[src/rtl/block_scheduler_pkg.sv]
// Shared types and constants for the falling-block scheduler:
// game states, lane index, per-slot record and the lane-to-X mapping.
package block_sched_pkg;

  localparam logic [1:0] ST_IDLE   = 2'd0;
  localparam logic [1:0] ST_RUN    = 2'd1;
  localparam logic [1:0] ST_PAUSED = 2'd2;
  localparam logic [1:0] ST_OVER   = 2'd3;

  typedef enum logic [1:0] {
    IDLE   = ST_IDLE,
    RUN    = ST_RUN,
    PAUSED = ST_PAUSED,
    OVER   = ST_OVER
  } game_state_t;

  typedef logic [1:0] lane_t;

  typedef struct packed {
    logic       active;
    lane_t      lane;
    logic [9:0] y;
  } slot_t;

  function automatic logic [9:0] lane_x(input lane_t lane, input int x0, input int pitch);
    return 10'(x0 + int'(lane) * pitch);
  endfunction

endpackage

[src/rtl/block_scheduler_if.sv]
// Spawn handshake between the pattern sequencer (master) and the scheduler (slave).
// A block transfers on a rising frame_clk edge where spawn_valid && spawn_ready;
// spawn_ready depends only on registered state, and the master holds lane stable while valid.
interface block_scheduler_if;
  import block_sched_pkg::*;

  logic  spawn_valid;
  lane_t spawn_lane;
  logic  spawn_ready;

  modport master (output spawn_valid, output spawn_lane, input spawn_ready);
  modport slave  (input spawn_valid, input spawn_lane, output spawn_ready);
endinterface

[src/rtl/block_scheduler_slot_pick.sv]
// Priority selector: among masked entries returns the largest Y, lowest index on ties.
// With all Y equal it reduces to a lowest-set-bit finder.
module slot_pick #(
  parameter int N  = 8,
  parameter int W  = 10,
  parameter int IW = $clog2(N)
) (
  input  logic [N-1:0]   mask,
  input  logic [N*W-1:0] y,
  output logic [IW-1:0]  idx,
  output logic           found
);

  logic [W-1:0] best;

  always_comb begin
    found = 1'b0;
    idx   = '0;
    best  = '0;
    // strict '>' keeps the earlier (lower) index when Y values tie
    for (int i = 0; i < N; i++) begin
      if (mask[i] && (!found || (y[i*W +: W] > best))) begin
        found = 1'b1;
        idx   = IW'(i);
        best  = y[i*W +: W];
      end
    end
  end

endmodule

[src/rtl/block_scheduler.sv]
// Falling-block slot pool: spawns, moves, hits and misses blocks once per frame
// and keeps score, miss count and the game state for the HUD.
module block_scheduler
  import block_sched_pkg::*;
#(
  parameter int NUM_SLOTS  = 8,
  parameter int NUM_LANES  = 4,
  parameter int SPAWN_Y    = 0,
  parameter int Y_STEP     = 1,
  parameter int Y_MAX      = 479,
  parameter int HIT_Y_LO   = 440,
  parameter int HIT_Y_HI   = 470,
  parameter int LANE_X0    = 200,
  parameter int LANE_PITCH = 80,
  parameter int MISS_LIMIT = 10
) (
  input  logic                    frame_clk,
  input  logic                    Reset,
  input  logic                    start,
  input  logic                    pause,
  block_scheduler_if.slave        spawn,
  input  logic [NUM_LANES-1:0]    key_press,
  output logic [NUM_SLOTS-1:0]    slot_active,
  output logic [NUM_SLOTS*10-1:0] slot_x,
  output logic [NUM_SLOTS*10-1:0] slot_y,
  output logic                    hit_pulse,
  output logic [NUM_LANES-1:0]    hit_lanes,
  output logic                    miss_pulse,
  output logic [15:0]             score,
  output logic [7:0]              miss_count,
  output logic [1:0]              game_state
);

  localparam int SW = $clog2(NUM_SLOTS);

  game_state_t          state;
  slot_t                slots [NUM_SLOTS];

  logic [NUM_SLOTS-1:0] cand [NUM_LANES];
  logic [SW-1:0]        win_idx [NUM_LANES];
  logic [NUM_LANES-1:0] win_found;
  logic [NUM_SLOTS-1:0] hit_mask, miss_mask;
  logic [NUM_LANES-1:0] hit_next;
  logic [7:0]           hit_cnt, miss_cnt;
  logic [16:0]          score_sum;
  logic [8:0]           miss_sum;
  logic [15:0]          score_next;
  logic [7:0]           miss_next;
  logic [SW-1:0]        free_idx;
  logic                 free_found;
  logic                 ready;
  logic                 spawn_fire;

  always_comb begin
    slot_active = '0;
    slot_x      = '0;
    slot_y      = '0;
    for (int i = 0; i < NUM_SLOTS; i++) begin
      slot_active[i]      = slots[i].active;
      slot_y[i*10 +: 10]  = slots[i].y;
      slot_x[i*10 +: 10]  = lane_x(slots[i].lane, LANE_X0, LANE_PITCH);
    end
  end

  always_comb begin
    for (int l = 0; l < NUM_LANES; l++) begin
      cand[l] = '0;
      for (int i = 0; i < NUM_SLOTS; i++)
        cand[l][i] = slots[i].active && (slots[i].lane == lane_t'(l)) &&
                     (slots[i].y >= 10'(HIT_Y_LO)) && (slots[i].y <= 10'(HIT_Y_HI));
    end
  end

  for (genvar l = 0; l < NUM_LANES; l++) begin : g_lane
    slot_pick #(.N(NUM_SLOTS), .W(10)) u_pick (
      .mask  (cand[l]),
      .y     (slot_y),
      .idx   (win_idx[l]),
      .found (win_found[l])
    );
  end

  slot_pick #(.N(NUM_SLOTS), .W(10)) u_free (
    .mask  (~slot_active),
    .y     ('0),
    .idx   (free_idx),
    .found (free_found)
  );

  always_comb begin
    hit_mask = '0;
    hit_next = '0;
    hit_cnt  = '0;
    for (int l = 0; l < NUM_LANES; l++) begin
      if (key_press[l] && win_found[l]) begin
        hit_next[l]          = 1'b1;
        hit_mask[win_idx[l]] = 1'b1;
        hit_cnt              = hit_cnt + 8'd1;
      end
    end
    miss_mask = '0;
    miss_cnt  = '0;
    // 11-bit compare so Y + step cannot wrap below Y_MAX
    for (int i = 0; i < NUM_SLOTS; i++) begin
      miss_mask[i] = slots[i].active && !hit_mask[i] &&
                     (({1'b0, slots[i].y} + 11'(Y_STEP)) > 11'(Y_MAX));
      miss_cnt     = miss_cnt + 8'(miss_mask[i]);
    end
    score_sum  = {1'b0, score} + 17'(hit_cnt);
    score_next = score_sum[16] ? 16'hFFFF : score_sum[15:0];
    miss_sum   = {1'b0, miss_count} + 9'(miss_cnt);
    miss_next  = miss_sum[8] ? 8'hFF : miss_sum[7:0];
  end

  assign ready             = (state == RUN) && free_found;
  assign spawn.spawn_ready = ready;
  assign spawn_fire        = spawn.spawn_valid && ready;
  assign game_state        = state;

  always_ff @(posedge frame_clk or posedge Reset) begin
    if (Reset) begin
      state      <= IDLE;
      score      <= '0;
      miss_count <= '0;
      hit_pulse  <= 1'b0;
      hit_lanes  <= '0;
      miss_pulse <= 1'b0;
      for (int i = 0; i < NUM_SLOTS; i++) slots[i] <= '0;
    end else begin
      hit_pulse  <= 1'b0;
      hit_lanes  <= '0;
      miss_pulse <= 1'b0;
      case (state)
        IDLE, OVER: begin
          if (start) begin
            state      <= RUN;
            score      <= '0;
            miss_count <= '0;
            for (int i = 0; i < NUM_SLOTS; i++) slots[i] <= '0;
          end
        end
        PAUSED: begin
          if (!pause) state <= RUN;
        end
        RUN: begin
          if (pause) begin
            state <= PAUSED;
          end else begin
            for (int i = 0; i < NUM_SLOTS; i++) begin
              if (hit_mask[i] || miss_mask[i]) slots[i].active <= 1'b0;
              else if (slots[i].active)        slots[i].y      <= slots[i].y + 10'(Y_STEP);
            end
            score      <= score_next;
            miss_count <= miss_next;
            hit_lanes  <= hit_next;
            hit_pulse  <= |hit_next;
            miss_pulse <= |miss_mask;
            if (miss_next >= 8'(MISS_LIMIT)) state <= OVER;
          end
          // ready was visible this edge, so an offered block is always taken
          if (spawn_fire) begin
            slots[free_idx].active <= 1'b1;
            slots[free_idx].lane   <= spawn.spawn_lane;
            slots[free_idx].y      <= 10'(SPAWN_Y);
          end
        end
        default: state <= IDLE;
      endcase
    end
  end

endmodule

[src/flat_wrapper.sv]
// flat-port wrapper written by rule: the top's interface ports become plain ports
module block_scheduler_flat import block_sched_pkg::*;
#(
  parameter int NUM_SLOTS  = 8,
  parameter int NUM_LANES  = 4,
  parameter int SPAWN_Y    = 0,
  parameter int Y_STEP     = 1,
  parameter int Y_MAX      = 479,
  parameter int HIT_Y_LO   = 440,
  parameter int HIT_Y_HI   = 470,
  parameter int LANE_X0    = 200,
  parameter int LANE_PITCH = 80,
  parameter int MISS_LIMIT = 10
)
  (frame_clk, Reset, start, pause, key_press, slot_active, slot_x, slot_y, hit_pulse, hit_lanes, miss_pulse, score, miss_count, game_state, spawn_spawn_valid, spawn_spawn_lane, spawn_spawn_ready);
  block_scheduler_if spawn_i ();
  input  logic frame_clk;
  input  logic Reset;
  input  logic start;
  input  logic pause;
  input  logic [NUM_LANES-1:0] key_press;
  output logic [NUM_SLOTS-1:0] slot_active;
  output logic [NUM_SLOTS*10-1:0] slot_x;
  output logic [NUM_SLOTS*10-1:0] slot_y;
  output logic hit_pulse;
  output logic [NUM_LANES-1:0] hit_lanes;
  output logic miss_pulse;
  output logic [15:0] score;
  output logic [7:0] miss_count;
  output logic [1:0] game_state;
  input wire logic [$bits(spawn_i.spawn_valid)-1:0] spawn_spawn_valid;
  input wire logic [$bits(spawn_i.spawn_lane)-1:0] spawn_spawn_lane;
  output wire logic [$bits(spawn_i.spawn_ready)-1:0] spawn_spawn_ready;
  assign spawn_i.spawn_valid = spawn_spawn_valid;
  assign spawn_i.spawn_lane = spawn_spawn_lane;
  assign spawn_spawn_ready = spawn_i.spawn_ready;
  block_scheduler #(.NUM_SLOTS(NUM_SLOTS), .NUM_LANES(NUM_LANES), .SPAWN_Y(SPAWN_Y), .Y_STEP(Y_STEP), .Y_MAX(Y_MAX), .HIT_Y_LO(HIT_Y_LO), .HIT_Y_HI(HIT_Y_HI), .LANE_X0(LANE_X0), .LANE_PITCH(LANE_PITCH), .MISS_LIMIT(MISS_LIMIT)) u_core (.frame_clk(frame_clk), .Reset(Reset), .start(start), .pause(pause), .spawn(spawn_i), .key_press(key_press), .slot_active(slot_active), .slot_x(slot_x), .slot_y(slot_y), .hit_pulse(hit_pulse), .hit_lanes(hit_lanes), .miss_pulse(miss_pulse), .score(score), .miss_count(miss_count), .game_state(game_state));
endmodule
[config.mk]
export PLATFORM = sky130hd
export DESIGN_NAME = block_scheduler_flat
export DESIGN_NICKNAME = d
export VERILOG_FILES = /design/src/rtl/block_scheduler_pkg.sv /design/src/rtl/block_scheduler_if.sv /design/src/rtl/block_scheduler_slot_pick.sv /design/src/rtl/block_scheduler.sv /design/src/flat_wrapper.sv
export SDC_FILE = /design/constraint.sdc
export NUM_CORES = 1
export LEC_CHECK = 0
export BUFFER_PORTS_ARGS = -buffer_cell sky130_fd_sc_hd__buf_4
export CAP_MARGIN = 20
export CORE_UTILIZATION = 56
export CTS_CLUSTER_SIZE = 30
export DETAILED_ROUTE_END_ITERATION = 8
export MAX_ROUTING_LAYER = met4
export PLACE_DENSITY = 0.85
export SLEW_MARGIN = 20
export SYNTH_ARGS = -nofsm -noshare
export SYNTH_HDL_FRONTEND = slang
export SYNTH_SLANG_ARGS = --single-unit
[constraint.sdc]
create_clock -name frame_clk -period 17.4 [get_ports frame_clk]
set_input_delay 3.48 -clock frame_clk [delete_from_list [all_inputs] [get_ports frame_clk]]
set_output_delay 3.48 -clock frame_clk [all_outputs]
set_load 0.05 [all_outputs]
# Word level (Yosys, flattened, before mapping)
# Cells that the tools add are included.
# word_totals
regBits,136
output_inout_bits,201
word_cells,624
# op_classes
n_addsub,36
mul,8
n_lt_le_gt_ge,63
eq_ne,32
n_mux,196
bitwise,5
n_reduce_logical,254
# op_table
op,count
$mux 10,47
$bwmux 104,3
$gt 10x10->1,28
$mux 104,2
$pmux 104 s2,1
$logic_and 1x1->1,158
$mux 11,14
$demux 13 s3,3
$mux 3,30
$add 10x1->11 const B,8
$gt 11x9->1 const B,8
$add 10x1->10 const B,8
$add 9x10->10 const A,8
$ge 10x9->1 const B,8
$le 10x9->1 const B,8
$mux 8,10
$mux 1,68
$add 8x1->8,6
$mux 16,3
$logic_not 1->1,43
$mul 2x3->5 const B,8
$eq 2x2->1 const B,18
$logic_or 1x1->1,36
$pmux 16 s2,1
31 further kinds,67

# Logic depth before layout (Yosys ltp)
# Gate-level depths: netlist of the first run.
# logic_depth
depth_word,60
mapped_depth,93

# By module
# From an unflattened synthesis of the first run, not the netlist that was laid out.
# unflattened
cells_unflattened,3264
hier_area_um2,25248.0
# by_module_without_submodules
module,instances,cells_each,area_each_um2,seq_area_each_um2
block_scheduler,1,1277,10435.0,3403.3
slot_pick at u_core.g_lane[2].u_pick ...,2,394,2900.3,0.0
slot_pick at u_core.g_lane[0].u_pick,1,400,3051.7,0.0
slot_pick at u_core.u_free,1,401,3049.2,0.0
slot_pick at u_core.g_lane[1].u_pick,1,398,2911.5,0.0

# Least setup slack after synthesis of the first run
# Ideal clock, no wire load.
# synth_path
path_kind,register to register
startpoint,register u_core.slot_y[1] (netlist name)
endpoint,register u_core.state[1] (netlist: u_core.game_state[1])
arrival_ps,18574
required_time_ps,17275
slack_ps,-1298
stages_incl_launch_ff,89
path_buffers,9
period_less_slack_ps,18698
path_cell_list,dfrtp_1 > buf_6 > a311o_1 > a211oi_1 > and2_1 > buf_4 > clkbuf_1 > nand2_1 > ha_1 > and4_1 > nand4_1 > o31ai_1 > o21ai_1 > and3_1 > clkbuf_1 > a21oi_1 > ha_1 > a21oi_1 > [53 not listed] > inv_1 > ha_1 > inv_1 > fa_1 > fa_1 > fa_1 > fa_1 > inv_1 > ha_1 > a21o_1 > a21oi_1 > nor2b_1 > o21ai_0 > nand2_1 > o21ai_0 > nand3_1 > nand3_1 > mux2_2
# synth_between
elab_chain_len,58
elab_cells_between_ends,279
# synth_rtl
item,line_no,rtl
$ge 10x9->1,block_scheduler.sv:70,(slots[i].y >= 10'(HIT_Y_LO)) && (slots[i].y <= 10'(HIT_Y_HI));
$logic_and 1x1->1,block_scheduler.sv:69,cand[l][i] = slots[i].active && (slots[i].lane == lane_t'(l)) &&
$logic_and 1x1->1,block_scheduler.sv:70,
$mux 10 or $mux 1 (tied branches),block_scheduler_slot_pick.sv:22,if (mask[i] && (!found || (y[i*W +: W] > best))) begin
$gt 10x10->1 or $logic_not 1->1 (tied branches),block_scheduler_slot_pick.sv:22,
$logic_or 1x1->1,block_scheduler_slot_pick.sv:22,
$logic_and 1x1->1,block_scheduler_slot_pick.sv:22,
$mux 10 or $mux 1 (tied branches),block_scheduler_slot_pick.sv:22,
[38 not listed],-,
$add 1x1->2,block_scheduler.sv:107,miss_cnt = miss_cnt + 8'(miss_mask[i]);
$add 8x1->8 (5 in series),block_scheduler.sv:107,
$add 8x1->8 (*),block_scheduler.sv:107,
$add 8x8->9 (*),block_scheduler.sv:111,"miss_sum = {1'b0, miss_count} + 9'(miss_cnt);"
$mux 8 (*),block_scheduler.sv:112,miss_next = miss_sum[8] ? 8'hFF : miss_sum[7:0];
$ge 8x4->1 (*),block_scheduler.sv:158,if (miss_next >= 8'(MISS_LIMIT)) state <= OVER;
$ne 3x3->1 (no line) (*),-,
$reduce_and 3->1 (no line) (*),-,
end signal: assignment,block_scheduler.sv:122,state <= IDLE;
end signal: assignment,block_scheduler.sv:158,
end signal: assignment,block_scheduler.sv:167,default: state <= IDLE;
end: declaration,block_scheduler.sv:36,game_state_t state;
# Mark *: on every way between the ends. The rest lies on a longest branch, timed or not.
# A chain may end at the register's enable or synchronous reset.

# Final worst setup path of the first run
# layout_path
startpoint,register u_core.slot_y[1] (netlist name)
endpoint,register u_core.state[1] (netlist: u_core.game_state[1])
# layout_between
elab_chain_len,58
elab_cells_between_ends,279
# layout_rtl
item,line_no
$ge 10x9->1,block_scheduler.sv:70
$logic_and 1x1->1,block_scheduler.sv:69
$logic_and 1x1->1,block_scheduler.sv:70
$mux 10 or $mux 1 (tied branches),block_scheduler_slot_pick.sv:22
$gt 10x10->1 or $logic_not 1->1 (tied branches),block_scheduler_slot_pick.sv:22
$logic_or 1x1->1,block_scheduler_slot_pick.sv:22
$logic_and 1x1->1,block_scheduler_slot_pick.sv:22
$mux 10 or $mux 1 (tied branches),block_scheduler_slot_pick.sv:22
[38 not listed],-
$add 1x1->2,block_scheduler.sv:107
$add 8x1->8 (5 in series),block_scheduler.sv:107
$add 8x1->8 (*),block_scheduler.sv:107
$add 8x8->9 (*),block_scheduler.sv:111
$mux 8 (*),block_scheduler.sv:112
$ge 8x4->1 (*),block_scheduler.sv:158
$ne 3x3->1 (no line) (*),-
$reduce_and 3->1 (no line) (*),-
# Marked as above.

==> results of run 1 <==
-- cell usage in the layout, fill, tap and decap left out, types with 19 or more instances in the layout --
master,synthesis,layout
nand2b_1,34,32
conb_1,2,69
a31oi_1,35,30
mux2_2,57,47
nand4_1,79,79
nand2_1,264,252
and3_1,50,49
or4_1,19,19
nor2_1,155,142
nor3_1,77,68
a21oi_1,171,148
o21ai_0,138,115
a211oi_2,2,22
a21o_1,56,55
o211ai_1,46,46
o31ai_1,24,19
ha_1,347,328
nor2b_1,20,20
dfrtp_1,136,133
a211oi_1,51,29
inv_1,191,183
and2_1,38,32
o22ai_1,25,19
a21oi_2,1,22
o21ai_1,13,27
buf_4,46,590
nand3_1,103,100
-- what timing repair did --
| item | in CTS | in global routing |
|---|---|---|
| resized for setup | 152 | 110 |
| pin swaps | 72 | 88 |
| cloned | 5 | 2 |
| setup endpoints to repair | 10 | 10 |
| hold buffers | 0 | 0 |
| setup buffers | 49 | 29 |
-- critical path, delay by kind of cell (launching register included) --
kind / cells / cell delay, ps
flops: 1 / 400
mux: 5 / 1480
buf+inv: 15 / 2140
compound gates: 28 / 5100
simple gates: 19 / 3520
xor+xnor: 1 / 320
fa+ha+maj: 13 / 4650
-- where the power goes --
| part | internal, mW | switching [mW] |
|---|---|---|
| registers | 0.345 | 0.0796 |
| logic | 0.382 | 0.793 |
| clock network | 0.189 | 0.181 |
| total | 0.916 | 1.05 |
-- through the flow --
step | instances | util (%) | power (mW) | worst slack, ps
after floorplan | 2717 | - | 1.09 | 4.11
after global placement | 3545 | 69.0 | 1.45 | -1130
after detailed placement | 3545 | 69.0 | 1.47 | -1370
after CTS | 3631 | 74.0 | 1.88 | -11.2
after global routing | 3663 | 76.0 | 2.04 | -885
final | 3663 | 76.0 | 1.97 | -286
-- worst paths after layout --
path                                       from                   end  slack [ps]  cells past startpoint
hold / removal             u_core.miss_count[2]  u_core.miss_count[2]         530                      2
hold reg to reg            u_core.miss_count[2]  u_core.miss_count[2]         530                      2
setup / recovery               u_core.slot_y[1]  u_core.game_state[1]        -290                     81
min in group asynchronous                 Reset      u_core.slot_y[9]        3110                      2
setup reg to reg               u_core.slot_y[1]  u_core.game_state[1]        -290                     81
max in group asynchronous                 Reset     u_core.slot_y[50]       12820                      3
-- registers in the layout, summed over array words and instances (netlist names) --
signal,flops
u_core.slot_y,80
u_core.score,16
u_core.slots,16
u_core.miss_count,8
u_core.slot_active,8
u_core.hit_lanes,4
u_core.game_state,2
u_core.hit_pulse,1
u_core.miss_pulse,1
-- cell families after synthesis --
family | count (synthesis) | share of synthesized area [%]
simple gates | 937 | 23.4
other cells | 2 | 0.0364
mux | 93 | 4.96
flops | 136 | 16.5
compound gates | 755 | 25.0
fa+ha+maj | 353 | 21.6
xor+xnor | 20 | 0.850
buf+inv | 354 | 7.50
-- routing by layer --
| metal | vias to the layer above | GRT usage (%) |
|---|---|---|
| met1 | 11700 | 56.4 |
| met3 | 419 | 10.1 |
| met5 | - | - |
| met4 | 0 | 28.9 |
| li1 | 10900 | - |
| met2 | 1731 | 71.6 |
-- area by class of cell --
type,instances,share of cell area [%]
multi-input cells,2230,63.4
flip-flops and latches,136,12.5
diodes,1,0.00917
clock inverters,14,0.481
inverters,193,2.70
well taps,461,2.11
repair buffers,610,17.2
clock buffers,18,1.57
==> impl_metrics.json, run 1 <==
{
  "synth_area_leader_cell": "ha_1",
  "cellPowerDensity_mw_per_mm2": 72.2,
  "end_kind": "register",
  "synth_top_area_share_pct": 21.1,
  "synthArstFlopShare_pct": 100,
  "antenna_found_initial": 2,
  "synth-edff-count": 0,
  "start_util_pct": 57.4,
  "vdd_drop_max_uv": 267,
  "numPortBuffers": 171,
  "crit_type": "reg -> reg",
  "ant_nets": 0,
  "viasPerCell": 6.75,
  "numCtsBuffers": 17,
  "num_io_pins": 212,
  "overflow": 0,
  "clk_latency_ps": 480,
  "skew_ps": 20.5,
  "ys_types": 106,
  "synth_seq_cells": 136,
  "clockBufferDepth": 2,
  "path_common_cell": "ha_1",
  "grt_max_degree": 73,
  "yosys_warnings": 0,
  "num_vias": 24700,
  "hold_class": "reg -> reg",
  "die_width_um": 194,
  "maxSlewViolCount": 0,
  "first_pass_iters": 6,
  "slew_headroom_pct": 22.7,
  "p_leak_nw": 12.9,
  "max_cap_viol_count": 0,
  "syn_area_mm2": 0.0206,
  "tns_ps": -962,
  "finalCritPeriodShare_pct": 102,
  "timing.hold.ws_ps": 528,
  "netlist_instances": 2650,
  "grt_pass1_wl_um": 133000,
  "drc": 0,
  "layout-drive-gt1-share_pct": 29.9,
  "core-area_mm2": 0.0359,
  "yosysMostFrequentCell": "ha_1",
  "dp_hpwl_um": 66600,
  "fin_area_mm2": 0.0273,
  "place_congestion": 1.11,
  "htree_levels": 4,
  "cts_tree": "yes",
  "rsz0062_at_grt": "true",
  "grt_pass1_vias": 23400,
  "cts_sinks": 136,
  "routedWlPerCell_um": 24.4,
  "status": "finished with violations",
  "crit_path_top_delay_cell": "or4b_4",
  "syn_area_per_cell_um2": 7.78,
  "wirelength_um": 89300,
  "met3RoutedLength_um": 10200,
  "die_h_um": 194,
  "clk_pin_slew_worst_paths_ps": 70,
  "drt_iter0_drc": 3346,
  "setup_slack_ps": -286,
  "setup_viol": 10,
  "fmax_ghz": 0.0565,
  "dpl_cell_area_mm2": 0.0248,
  "area_delta_synth_final_pct": 32.4,
  "multiInputGateArea_mm2": 0.0173,
  "worst_pin_slew_ps": 1160,
  "synth_common_cells": "ha_1 (347), nand2_1 (264), inv_1 (191), a21oi_1 (171), nor2_1 (155)",
  "violations": "negative setup slack",
  "synth_ff_type": "dfrtp_1",
  "grtUsageTotal_pct": 46.8,
  "worstPathMaxFanout": 6,
  "cp_slowest_stage_delay_ps": 590,
  "hold_viol": 0,
  "cp.arrival_ps": 18040,
  "core.rowCount": 69,
  "nFillCells": 2606,
  "cp-start-kind": "register",
  "ys_seq_area_share_pct": 16.5,
  "root_buffer": "clkbuf_16",
  "wl_met1_um": 33700,
  "dr_wl_met2_um": 39200,
  "crit_required_ps": 17760,
  "nets": 3552,
  "synth_area_leaders": "ha_1 (21%), dfrtp_1 (17%), nand2_1 (4.8%), a21oi_1 (4.2%), inv_1 (3.5%)",
  "die_area_mm2": 0.0376,
  "post-route-min-period_ps": 17690,
  "dr.max_layer_used": "met4",
  "regArea_mm2": 0.00341
}
Note: power is estimated with default switching activity, not from simulation.
==> inputs of run 2 (changes only) <==
--- a/config.mk
+++ b/config.mk
@@ -10,8 +10,9 @@
 export CORE_UTILIZATION = 56
 export CTS_CLUSTER_SIZE = 30
 export DETAILED_ROUTE_END_ITERATION = 8
+export HOLD_SLACK_MARGIN = 0.08
 export MAX_ROUTING_LAYER = met4
-export PLACE_DENSITY = 0.85
+export PLACE_DENSITY_LB_ADDON = 0.12
 export SLEW_MARGIN = 20
 export SYNTH_ARGS = -nofsm -noshare
 export SYNTH_HDL_FRONTEND = slang
==> run 2 against run 1 <==
The flow still finishes with violations (negative setup slack). Clock-buffer cell count increased by 1. Worst setup slack worse by 200 ps. Fmax down 1.1%. Cell count shrank 0.96%. Register-to-register slack lost 200 ps. Worst hold slack lost 14 ps. Utilization is 2.7 points higher.
==> impl_metrics.json, run 2 (synthesis results as in run 1) <==
{
  "drc": 0,
  "die_h_um": 194,
  "finalCritPeriodShare_pct": 103,
  "dp_hpwl_um": 64900,
  "crit_path_top_delay_cell": "or4b_4",
  "drt_iter0_drc": 3320,
  "post-route-min-period_ps": 17880,
  "status": "finished with violations",
  "path_common_cell": "ha_4",
  "cts_hold_buf": 0,
  "cellPowerDensity_mw_per_mm2": 71.5,
  "core-area_mm2": 0.0359,
  "setup_slack_ps": -485,
  "grt_max_degree": 75,
  "overflow": 0,
  "final_cell_mix": "buf_4 (543), ha_1 (293), nand2_1 (244)",
  "antenna_found_initial": 1,
  "power_mw": 2.02,
  "num_vias": 24800,
  "end_kind": "register",
  "swShare_pct": 54.0,
  "place_worst_setup_slack_ps": -1410,
  "fmax_ghz": 0.0559,
  "cts_tree": "yes",
  "first_pass_iters": 7,
  "die_width_um": 194,
  "clk_pin_slew_worst_paths_ps": 70,
  "largest_reg_flops": 80,
  "cp.arrival_ps": 18240,
  "start_util_pct": 57.4,
  "skew_ps": 12.7,
  "p_leak_nw": 12.9,
  "place_congestion": 1.09,
  "grtUsageTotal_pct": 44.8,
  "vdd_drop_max_uv": 169,
  "slew_headroom_pct": 29.3,
  "grt_pass1_vias": 22500,
  "timing.hold.ws_ps": 513,
  "core.rowCount": 69,
  "hold_class": "reg -> reg",
  "violations": "negative setup slack",
  "cp-start-kind": "register",
  "grt_pass1_wl_um": 127000,
  "p_sw_mw": 1.09,
  "numCtsBuffers": 17,
  "setup_viol": 10,
  "viasPerCell": 6.84,
  "p_clk_share_pct": 19.0,
  "cp_slowest_stage_delay_ps": 580,
  "nets": 3517,
  "max_cap_viol_count": 0,
  "cts_sinks": 136,
  "routedWlPerCell_um": 24.8,
  "clk_latency_ps": 470,
  "wirelength_um": 90100,
  "mostFrequentLayoutCell": "buf_4",
  "root_buffer": "clkbuf_16",
  "crit_required_ps": 17760,
  "numPortBuffers": 171,
  "rsz0062_at_grt": "true",
  "htree_levels": 4,
  "clockBufferDepth": 2,
  "hold_viol": 0,
  "worstPathMaxFanout": 8,
  "num_io_pins": 212,
  "p_comb_share_pct": 60.0,
  "area_delta_synth_final_pct": 37.1,
  "layout-drive-gt1-share_pct": 32.9,
  "p_seq_share_pct": 21.0,
  "maxSlewViolCount": 0,
  "worst_pin_slew_ps": 1050,
  "die_area_mm2": 0.0376,
  "ant_nets": 0,
  "crit_type": "reg -> reg",
  "internal-power_uw": 930
}
[run 2: path summary, 6_finish.rpt]
path | startpoint | end | slack, ps | depth (start not counted)
max in group asynchronous | Reset | u_core.slot_y[59] | 13130 | 3
hold reg to reg | u_core.miss_count[0] | u_core.miss_count[0] | 510 | 2
hold / removal | u_core.miss_count[0] | u_core.miss_count[0] | 510 | 2
setup / recovery | u_core.slot_y[1] | u_core.game_state[1] | -480 | 80
min in group asynchronous | Reset | u_core.slot_y[5] | 3090 | 2
setup reg to reg | u_core.slot_y[1] | u_core.game_state[1] | -480 | 80
[run 2: per-layer routing]
metal | wire length [um] | vias to the layer above | GRT usage, %
met1 | 34100 | 11700 | 56.2
met4 | 6010 | 0 | 22.5
li1 | - | 10900 | -
met5 | 0 | - | -
met3 | 10400 | 459 | 8.42
met2 | 39600 | 1779 | 69.0
[run 2: power by group through the flow]
stage	Sequential [mW]	Combinational (mW)	Clock, mW
floorplan	0.495	0.591	0
detailed placement	0.419	1.04	0
global placement	0.419	1.01	0
global route	0.426	1.27	0.392
CTS	0.413	1.05	0.381
finish	0.425	1.21	0.384
[run 2: metrics by stage]
step | utilization, % | cells | setup TNS (ps) | area, um2
CTS | 70.2 | 3533 | -4060 | 25200
detailed placement | 67.9 | 3493 | -11900 | 24400
global placement | 67.9 | 3493 | -8250 | 24400
global route | 78.7 | 3628 | -8190 | 28200
floorplan | - | 2717 | 0 | 21100
finish | 78.7 | 3628 | -3050 | 28200
[run 2: timing repair]
item                       CTS  global route
pin swaps                   11           151
gates cloned                 0            10
setup buffers                8            84
gates resized for setup     41           418
setup endpoints to repair   10            10
[run 2: cell type report]
cell class | count | area, um2
Antenna cell | 1 | 2.50
Clock buffer | 19 | 453
Clock inverter | 13 | 123
Fill cell | 2507 | 7660
Inverter | 193 | 743
Multi-Input combinational cell | 2230 | 18400
Sequential cell | 136 | 3410
Tap cell | 461 | 577
Timing Repair Buffer | 575 | 4510
[run 2: worst max-delay path: cells and delay by family (launching register included)]
family | cells | cell delay [ps]
and+or+nand+nor | 21 | 3780
muxes | 5 | 1570
buffers and inverters | 10 | 1420
AOI/OAI and AO/OA | 31 | 6210
DFF | 1 | 410
adders and majority gates | 13 | 4350
